File: src/rtl/bram_reader_2out.sv
// Reads one frame of packed {a,b} words from a ping-pong BRAM pair and splits
// each word into two independently stalling valid/ready streams.
module bram_reader_2out #(
  parameter int width      = 120,
  parameter int height     = 240,
  parameter int frame_size = width * height,
  parameter int addr_bits  = (frame_size > 1) ? $clog2(frame_size) : 1,
  parameter int a_width    = 13,
  parameter int b_width    = 8,
  parameter int rd_latency = 2,
  parameter int fifo_depth = rd_latency + 2
) (
  input  logic                       clk,
  input  logic                       reset_n,
  input  logic                       start,
  input  logic                       bram_index_in,
  output logic                       idle,
  output logic                       rd_bram_index,
  output logic [addr_bits-1:0]       rd_address,
  output logic                       rd_ena,
  input  logic [a_width+b_width-1:0] rd_data,
  output logic [a_width-1:0]         a_data,
  output logic                       a_valid,
  input  logic                       a_ready,
  output logic [b_width-1:0]         b_data,
  output logic                       b_valid,
  input  logic                       b_ready
);

  localparam int dw       = a_width + b_width;
  localparam int ptr_bits = (fifo_depth > 1) ? $clog2(fifo_depth) : 1;
  localparam int cnt_bits = $clog2(fifo_depth + rd_latency + 1);
  localparam logic [addr_bits-1:0] last_addr = addr_bits'(frame_size - 1);
  localparam logic [ptr_bits-1:0]  last_slot = ptr_bits'(fifo_depth - 1);

  typedef enum logic [1:0] {ST_IDLE, ST_READING, ST_DRAIN} state_t;

  state_t               state_q, state_d;
  logic [addr_bits-1:0] addr_q, addr_d;
  logic                 bank_q, bank_d;
  logic [rd_latency-1:0] pipe_q, pipe_d;
  logic [dw-1:0]        mem_q [fifo_depth];
  logic [ptr_bits-1:0]  wr_ptr_q, wr_ptr_d, rd_ptr_q, rd_ptr_d;
  logic [cnt_bits-1:0]  count_q, count_d, inflight, outstanding;
  logic                 taken_a_q, taken_a_d, taken_b_q, taken_b_d;
  logic                 empty, full, push, pop, acc_a, acc_b;
  logic [dw-1:0]        head;

  // Reads still travelling through the BRAM pipeline count against FIFO space.
  always_comb begin
    inflight = '0;
    for (int i = 0; i < rd_latency; i++) begin
      inflight = inflight + cnt_bits'(pipe_q[i]);
    end
  end

  assign outstanding   = count_q + inflight;
  assign rd_ena        = (state_q == ST_READING) && (outstanding < cnt_bits'(fifo_depth));
  assign push          = pipe_q[rd_latency-1];
  assign empty         = (count_q == '0);
  assign full          = (count_q == cnt_bits'(fifo_depth));
  assign idle          = (state_q == ST_IDLE);
  assign rd_address    = addr_q;
  assign rd_bram_index = bank_q;

  assign head    = mem_q[rd_ptr_q];
  assign a_data  = head[dw-1:b_width];
  assign b_data  = head[b_width-1:0];
  assign a_valid = !empty && !taken_a_q;
  assign b_valid = !empty && !taken_b_q;
  assign acc_a   = a_valid && a_ready;
  assign acc_b   = b_valid && b_ready;
  assign pop     = !empty && (taken_a_q || acc_a) && (taken_b_q || acc_b);

  always_comb begin
    pipe_d[0] = rd_ena;
    for (int i = 1; i < rd_latency; i++) begin
      pipe_d[i] = pipe_q[i-1];
    end
  end

  always_comb begin
    wr_ptr_d  = wr_ptr_q;
    rd_ptr_d  = rd_ptr_q;
    if (push) wr_ptr_d = (wr_ptr_q == last_slot) ? '0 : wr_ptr_q + 1'b1;
    if (pop)  rd_ptr_d = (rd_ptr_q == last_slot) ? '0 : rd_ptr_q + 1'b1;
    count_d   = count_q + cnt_bits'(push) - cnt_bits'(pop);
    taken_a_d = pop ? 1'b0 : (taken_a_q | acc_a);
    taken_b_d = pop ? 1'b0 : (taken_b_q | acc_b);
  end

  always_comb begin
    state_d = state_q;
    addr_d  = addr_q;
    bank_d  = bank_q;
    case (state_q)
      ST_IDLE: begin
        if (start) begin
          state_d = ST_READING;
          addr_d  = '0;
          bank_d  = bram_index_in;
        end
      end
      ST_READING: begin
        if (rd_ena) begin
          if (addr_q == last_addr) state_d = ST_DRAIN;
          else                     addr_d  = addr_q + 1'b1;
        end
      end
      ST_DRAIN: begin
        if ((inflight == '0) && empty) state_d = ST_IDLE;
      end
      default: state_d = ST_IDLE;
    endcase
  end

  always_ff @(posedge clk or negedge reset_n) begin
    if (!reset_n) begin
      state_q   <= ST_IDLE;
      addr_q    <= '0;
      bank_q    <= 1'b0;
      pipe_q    <= '0;
      wr_ptr_q  <= '0;
      rd_ptr_q  <= '0;
      count_q   <= '0;
      taken_a_q <= 1'b0;
      taken_b_q <= 1'b0;
    end else begin
      state_q   <= state_d;
      addr_q    <= addr_d;
      bank_q    <= bank_d;
      pipe_q    <= pipe_d;
      wr_ptr_q  <= wr_ptr_d;
      rd_ptr_q  <= rd_ptr_d;
      count_q   <= count_d;
      taken_a_q <= taken_a_d;
      taken_b_q <= taken_b_d;
    end
  end

  // Storage needs no reset: entries are only observed once counted as valid.
  always_ff @(posedge clk) begin
    if (push) mem_q[wr_ptr_q] <= rd_data;
  end

  assert property (@(posedge clk) disable iff (!reset_n) !(push && full && !pop));

endmodule
File: config.mk
export PLATFORM = sky130hd
export DESIGN_NAME = bram_reader_2out
export DESIGN_NICKNAME = d
export VERILOG_FILES = /design/src/rtl/bram_reader_2out.sv
export SDC_FILE = /design/constraint.sdc
export NUM_CORES = 1
export LEC_CHECK = 0
export BUFFER_PORTS_ARGS = -buffer_cell sky130_fd_sc_hd__buf_2
export CAP_MARGIN = 15
export CORE_MARGIN = 5
export CORE_UTILIZATION = 60
export CTS_CLUSTER_DIAMETER = 200
export DETAILED_ROUTE_END_ITERATION = 7
export GPL_TIMING_DRIVEN = 1
export PLACE_DENSITY = 0.79
export SYNTH_ARGS = -nofsm -noshare
export SYNTH_HDL_FRONTEND = slang
export SYNTH_SLANG_ARGS = --single-unit
File: constraint.sdc
create_clock -name clk -period 6.9 [get_ports clk]
set_clock_uncertainty 0.15 [all_clocks]
set_input_delay 1.035 -clock clk [delete_from_list [all_inputs] [get_ports clk]]
set_output_delay 1.035 -clock clk [all_outputs]
set_load 0.01 [all_outputs]
==> flow_summary.json, run 1 <==
{
  "crit_arrival_ns": 2.43,
  "wl_per_cell_um": 21.2,
  "antenna_found_initial": 0,
  "io-pin-count": 68,
  "cts_root_buffer": "clkbuf_8",
  "cts_tree": "built",
  "numCtsBuffers": 17,
  "final_util_pct": 74.3,
  "slew_headroom_pct": 25.7,
  "grt_max_degree": 30,
  "hold_class": "register to register",
  "min-delay-start": "pipe_q[0]$_DFF_PN0_",
  "drc": 0,
  "status": "finished, final reports clean",
  "hold_viol_final": 0,
  "layout.nets": 393,
  "syn-instance-count": 275,
  "ir_worst_vdd_mv": 0.286,
  "fp-row-count": 32,
  "worst_pin_slew_ns": 1.12,
  "dr.pass1.iters": 5,
  "async_flop_share_pct": 25.7,
  "core_region_area_sq_mm": 0.00769,
  "yosysSeqAreaShare_pct": 69.2,
  "synthFlopType": "edfxtp_1",
  "netlist-cell-type-count": 44,
  "die_h_um": 98.5,
  "initial_core_util_pct": 61.1,
  "crit_fanout": 14,
  "syn2layout_area_growth_pct": 21.6,
  "crit_path_end_kind": "output pin",
  "gp_routability_congestion": 0.837,
  "setup_tns_ns": 0,
  "rr_worst_depth": 10,
  "final-seq-area_sq_mm": 0.00325,
  "synth.area.top_cells": "edfxtp_1, dfrtp_1, mux4_2",
  "crit_type": "register to output pin",
  "timing.final.ws_setup_ns": 3.29,
  "fmax_mhz": 277,
  "synth-edff-count": 84,
  "setup_viol": 0,
  "post_cts.repair.setup_buffers": 0,
  "multi_input_area_sq_mm": 0.00136,
  "slew_violations": 0,
  "dp_hpwl_um": 5810,
  "final_cell_mix": "edfxtp_1, buf_2, dfrtp_1, mux4_2, nand2_1",
  "nFillCells": 470,
  "clk_pin_slew_ns": 0.06,
  "wirelength_um": 9940,
  "powerDensity_mw_per_mm2": 492,
  "route.vias.total": 2778,
  "r2r-start": "count_q[1]$_DFF_PN0_",
  "cts_hold_buf": 0,
  "synth_nets": 314,
  "clock-sinks": 113,
  "final.period_utilization_pct": 52.3,
  "setup.worst_path.start_class": "register",
  "holdPathStages": 0,
  "maxCapViolations": 0,
  "total_leakage_power_nw": 2.25,
  "fin_hold_ws_ns": 0.254,
  "pre_cts_ws_ns": 3.83,
  "htreeDepth": 4,
  "via_per_inst": 5.92,
  "drive_gt1_share_pct": 36.5,
  "synth_seq_cells": 113,
  "rsz0062_at_grt": "false",
  "grt-ovfl-total": 0,
  "diodes": 0,
  "crit_start": "pipe_q[1]$_DFF_PN0_",
  "yosysTopAreaCell": "edfxtp_1",
  "ctsResizeCount": 0,
  "die_w_um": 98.5,
  "period_minus_slack_ns": 3.61,
  "clock_latency_ns": 0.51,
  "syn-mean-instance-area_sq_um": 17.1,
  "synth_warnings": 0,
  "syn_area_sq_mm": 0.00470,
  "layout_commonest_cell": "edfxtp_1",
  "die-area_sq_mm": 0.00970,
  "required_ns": 5.71,
  "cts_buffer_depth": 2,
  "postRouteAntennaNets": 0,
  "grt_pass1_vias": 2925,
  "port_buffers": 67,
  "drtIter0Drc": 149,
  "synth_top_area_share_pct": 53.7,
  "grt_pass1_wl_um": 16000,
  "grt_usage_pct": 22.3
}
## worst max-delay path, cell delays in order, from the launching register on
cell and delay (ns):
dfrtp_1 0.47, ha_1 0.23, ha_1 0.29, a311o_1 0.37, a31oi_1 0.18, buf_4 0.22, buf_2 0.15
## path summary, 6_finish.rpt
path	end	slack (ns)
max	rd_ena	3.29
min	pipe_q[1]$_DFF_PN0_	0.25
max reg2reg	count_q[2]$_DFF_PN0_	4.25
min reg2reg	pipe_q[1]$_DFF_PN0_	0.25
max in group asynchronous	wr_ptr_q[0]$_DFFE_PN0P_	5.77
min in group asynchronous	rd_address[9]$_DFFE_PN0P_	0.40
## stage by stage
stage                     cell area, sq um  std cells  total power, mW
after global placement                5110        437             1.89
after detailed placement              5110        437             1.93
after global routing                  5710        469             2.97
after floorplan                       4700        275             1.64
after CTS                             5710        469             2.84
final                                 5710        469             2.81
## flip-flops by register name (all words and copies together) (netlist names), 2 cells and up
| signal | cells |
|---|---|
| mem_q | 84 |
| rd_address | 15 |
| count_q | 3 |
| pipe_q | 2 |
| rd_ptr_q | 2 |
| state_q | 2 |
| wr_ptr_q | 2 |
## cell type report
class / instances / area share [%]
multi-input cells: 144 / 23.7
clock buffers: 18 / 7.31
clock inverters: 14 / 3.15
inverters: 9 / 0.591
flip-flops and latches: 113 / 56.9
repair buffers: 69 / 6.13
well taps: 102 / 2.23
## cell usage after synthesis, types with 2 or more instances
master    count
or3_1         2
buf_1         3
buf_6         3
nand3_1       8
mux2i_1       6
nor3_1        3
and2_1        4
a21oi_1       9
nor2_1       12
o21ai_0       4
a31oi_1       6
a41oi_2       2
inv_1         9
xnor2_1       2
mux2_2        3
nand2_1      17
dfrtp_1      29
ha_1         11
nor4_1        2
clkbuf_1      2
mux4_2       21
a41oi_1       3
and3_1        3
o211a_1       2
edfxtp_1     84
nand4_1       6
nand2b_1      2
## report_power, final
part | total [mW] | switching [mW] | leakage (nW) | internal (mW)
Sequential | 1.10 | 0.157 | 1.11 | 0.943
Combinational | 0.836 | 0.449 | 0.860 | 0.387
Clock | 0.874 | 0.320 | 0.275 | 0.554
Total | 2.81 | 0.927 | 2.25 | 1.88
## layer usage
| metal | share of wire (%) | up-vias | global-route usage [%] |
|---|---|---|---|
| met5 | 0 | - | 0 |
| met4 | 1.3 | 0 | 8.93 |
| met3 | 7.3 | 12 | 6.72 |
| met2 | 54 | 110 | 37.0 |
| met1 | 37 | 1405 | 27.7 |
| li1 | - | 1251 | - |
## logic make-up (layout without fill, tap and decap cells)
logic type,after synthesis,count (layout),share of synthesized area [%]
flip-flops,113,113,69.2
AND/OR/NAND/NOR,66,66,7.54
AO/OA/AOI/OAI,34,34,5.51
multiplexers,30,30,12.1
buffers and inverters,18,110,2.00
adder cells (fa/ha/maj),12,12,3.36
XOR/XNOR,2,2,0.373
Note: power is estimated with default switching activity, not from simulation.
==> run 2: changes to the inputs <==
Settings changed: CORE_UTILIZATION 60 to 57, PLACE_DENSITY 0.79 to 0.76.
Clock period 6.9 ns to 3.48 ns, I/O delays scaled along.
==> flow_summary.json, run 2 (synthesis gave the netlist of run 1 again) <==
{
  "post_cts.repair.setup_buffers": 0,
  "final_cell_mix": "edfxtp_1, buf_2, dfrtp_1, mux4_2, nand2_1",
  "via_per_inst": 5.69,
  "die_h_um": 101,
  "wl_per_cell_um": 18.2,
  "gp_routability_congestion": 0.821,
  "slew_headroom_pct": 31.0,
  "fp-row-count": 33,
  "total_leakage_power_nw": 2.29,
  "slew_violations": 0,
  "powerDensity_mw_per_mm2": 955,
  "route.vias.total": 2721,
  "initial_core_util_pct": 57.7,
  "timing.final.ws_setup_ns": 0.349,
  "setup_viol": 0,
  "setup.worst_path.start_class": "register",
  "largest_reg_flops": 84,
  "hold_viol_final": 0,
  "die_w_um": 101,
  "htreeDepth": 4,
  "drtIter0Drc": 130,
  "crit_type": "register to output pin",
  "crit_path_end_kind": "output pin",
  "clock_latency_ns": 0.49,
  "dr.pass1.iters": 4,
  "hold_class": "input pin to register",
  "top_register": "mem_q",
  "ir_worst_vdd_mv": 0.530,
  "core_region_area_sq_mm": 0.00813,
  "nFillCells": 518,
  "post-route-cell-area_sq_mm": 0.00575,
  "cts_root_buffer": "clkbuf_8",
  "drc": 0,
  "syn2layout_area_growth_pct": 22.4,
  "worst_pin_slew_ns": 1.04,
  "total_power_mw": 5.49,
  "crit_arrival_ns": 2.46,
  "final.period_utilization_pct": 90.0,
  "grt_max_degree": 30,
  "rsz0062_at_grt": "false",
  "ctsResizeCount": 0,
  "maxCapViolations": 0,
  "clock-sinks": 113,
  "setup_tns_ns": 0,
  "placed_cells": 445,
  "dp_hpwl_um": 5810,
  "pre_cts_ws_ns": 0.863,
  "fmax_mhz": 319,
  "crit_fanout": 14,
  "io-pin-count": 68,
  "placed_area_sq_mm": 0.00516,
  "cts_buffer_depth": 2,
  "grt_usage_pct": 19.2,
  "instances_no_fill": 478,
  "layout.nets": 399,
  "die-area_sq_mm": 0.0102,
  "layout_commonest_cell": "edfxtp_1",
  "wirelength_um": 8700,
  "grt-ovfl-total": 0,
  "port_buffers": 67,
  "period_minus_slack_ns": 3.13,
  "drive_gt1_share_pct": 37.0,
  "postRouteAntennaNets": 0,
  "status": "finished, final reports clean",
  "grt_pass1_wl_um": 14600,
  "cts_tree": "built",
  "cts_hold_buf": 1,
  "antenna_found_initial": 0,
  "numCtsBuffers": 17,
  "diodes": 0,
  "clk_pin_slew_ns": 0.06,
  "grt_pass1_vias": 2861,
  "required_ns": 2.81
}
==> run 2: cell count changes in the layout (fill, tap and decap cells not counted), sizes merged <==
| cell | before | now |
|---|---|---|
| dlygate4sd3 | 0 | 1 |
| inv | 12 | 10 |
| clkinvlp | 5 | 1 |
| buf | 69 | 74 |
| clkinv | 3 | 9 |
==> run 2: critical path, stage by stage, from the launching register on <==
cell and delay (ns):
dfrtp_1 0.48, ha_1 0.23, ha_1 0.29, a311o_1 0.37, a31oi_1 0.22, buf_4 0.23, buf_2 0.15
==> run 2: stage by stage <==
stage          util, %  hold WS (ns)
2_1_floorplan        -        0.0764
3_3_place_gp      63.4         0.249
3_5_place_dp      63.4         0.265
4_1_cts           70.7        0.0719
5_1_grt           70.7        0.0677
6_report          70.7        0.0958
==> run 2: where the power goes <==
part           switching, mW  leakage, nW  internal, mW
clock                  0.576        0.286          1.09
combinational          0.899        0.890         0.794
sequential             0.272         1.11          1.86
==> run 2: layout make-up <==
class                           count  area [sq um]  area share, %
Clock buffer                       18           418           7.27
Multi-Input combinational cell    144          1360           23.6
Inverter                            9          33.8          0.588
Sequential cell                   113          3250           56.5
Clock inverter                     14           165           2.87
Tap cell                          105           131           2.29
Timing Repair Buffer               75           398           6.92
==> run 2: final timing paths <==
path / startpoint / endpoint / slack, ns / cells past startpoint
max in group asynchronous: reset_n / taken_a_q$_DFF_PN0_ / 2.28 / 2
max: pipe_q[1]$_DFF_PN0_ / rd_ena / 0.35 / 6
min in group asynchronous: reset_n / rd_address[4]$_DFFE_PN0P_ / 0.46 / 2
max reg2reg: count_q[1]$_DFF_PN0_ / count_q[2]$_DFF_PN0_ / 0.86 / 10
min: rd_data[8] / mem_q[3][8]$_DFFE_PP_ / 0.1 / 1
min reg2reg: pipe_q[0]$_DFF_PN0_ / pipe_q[1]$_DFF_PN0_ / 0.29 / 0
==> run 2: per-layer routing <==
layer / global-route usage [%] / share of wire [%]
met4: 4.77 / 0.80
met1: 23.7 / 42
met2: 32.0 / 53
met5: 0 / 0
met3: 7.40 / 4.8
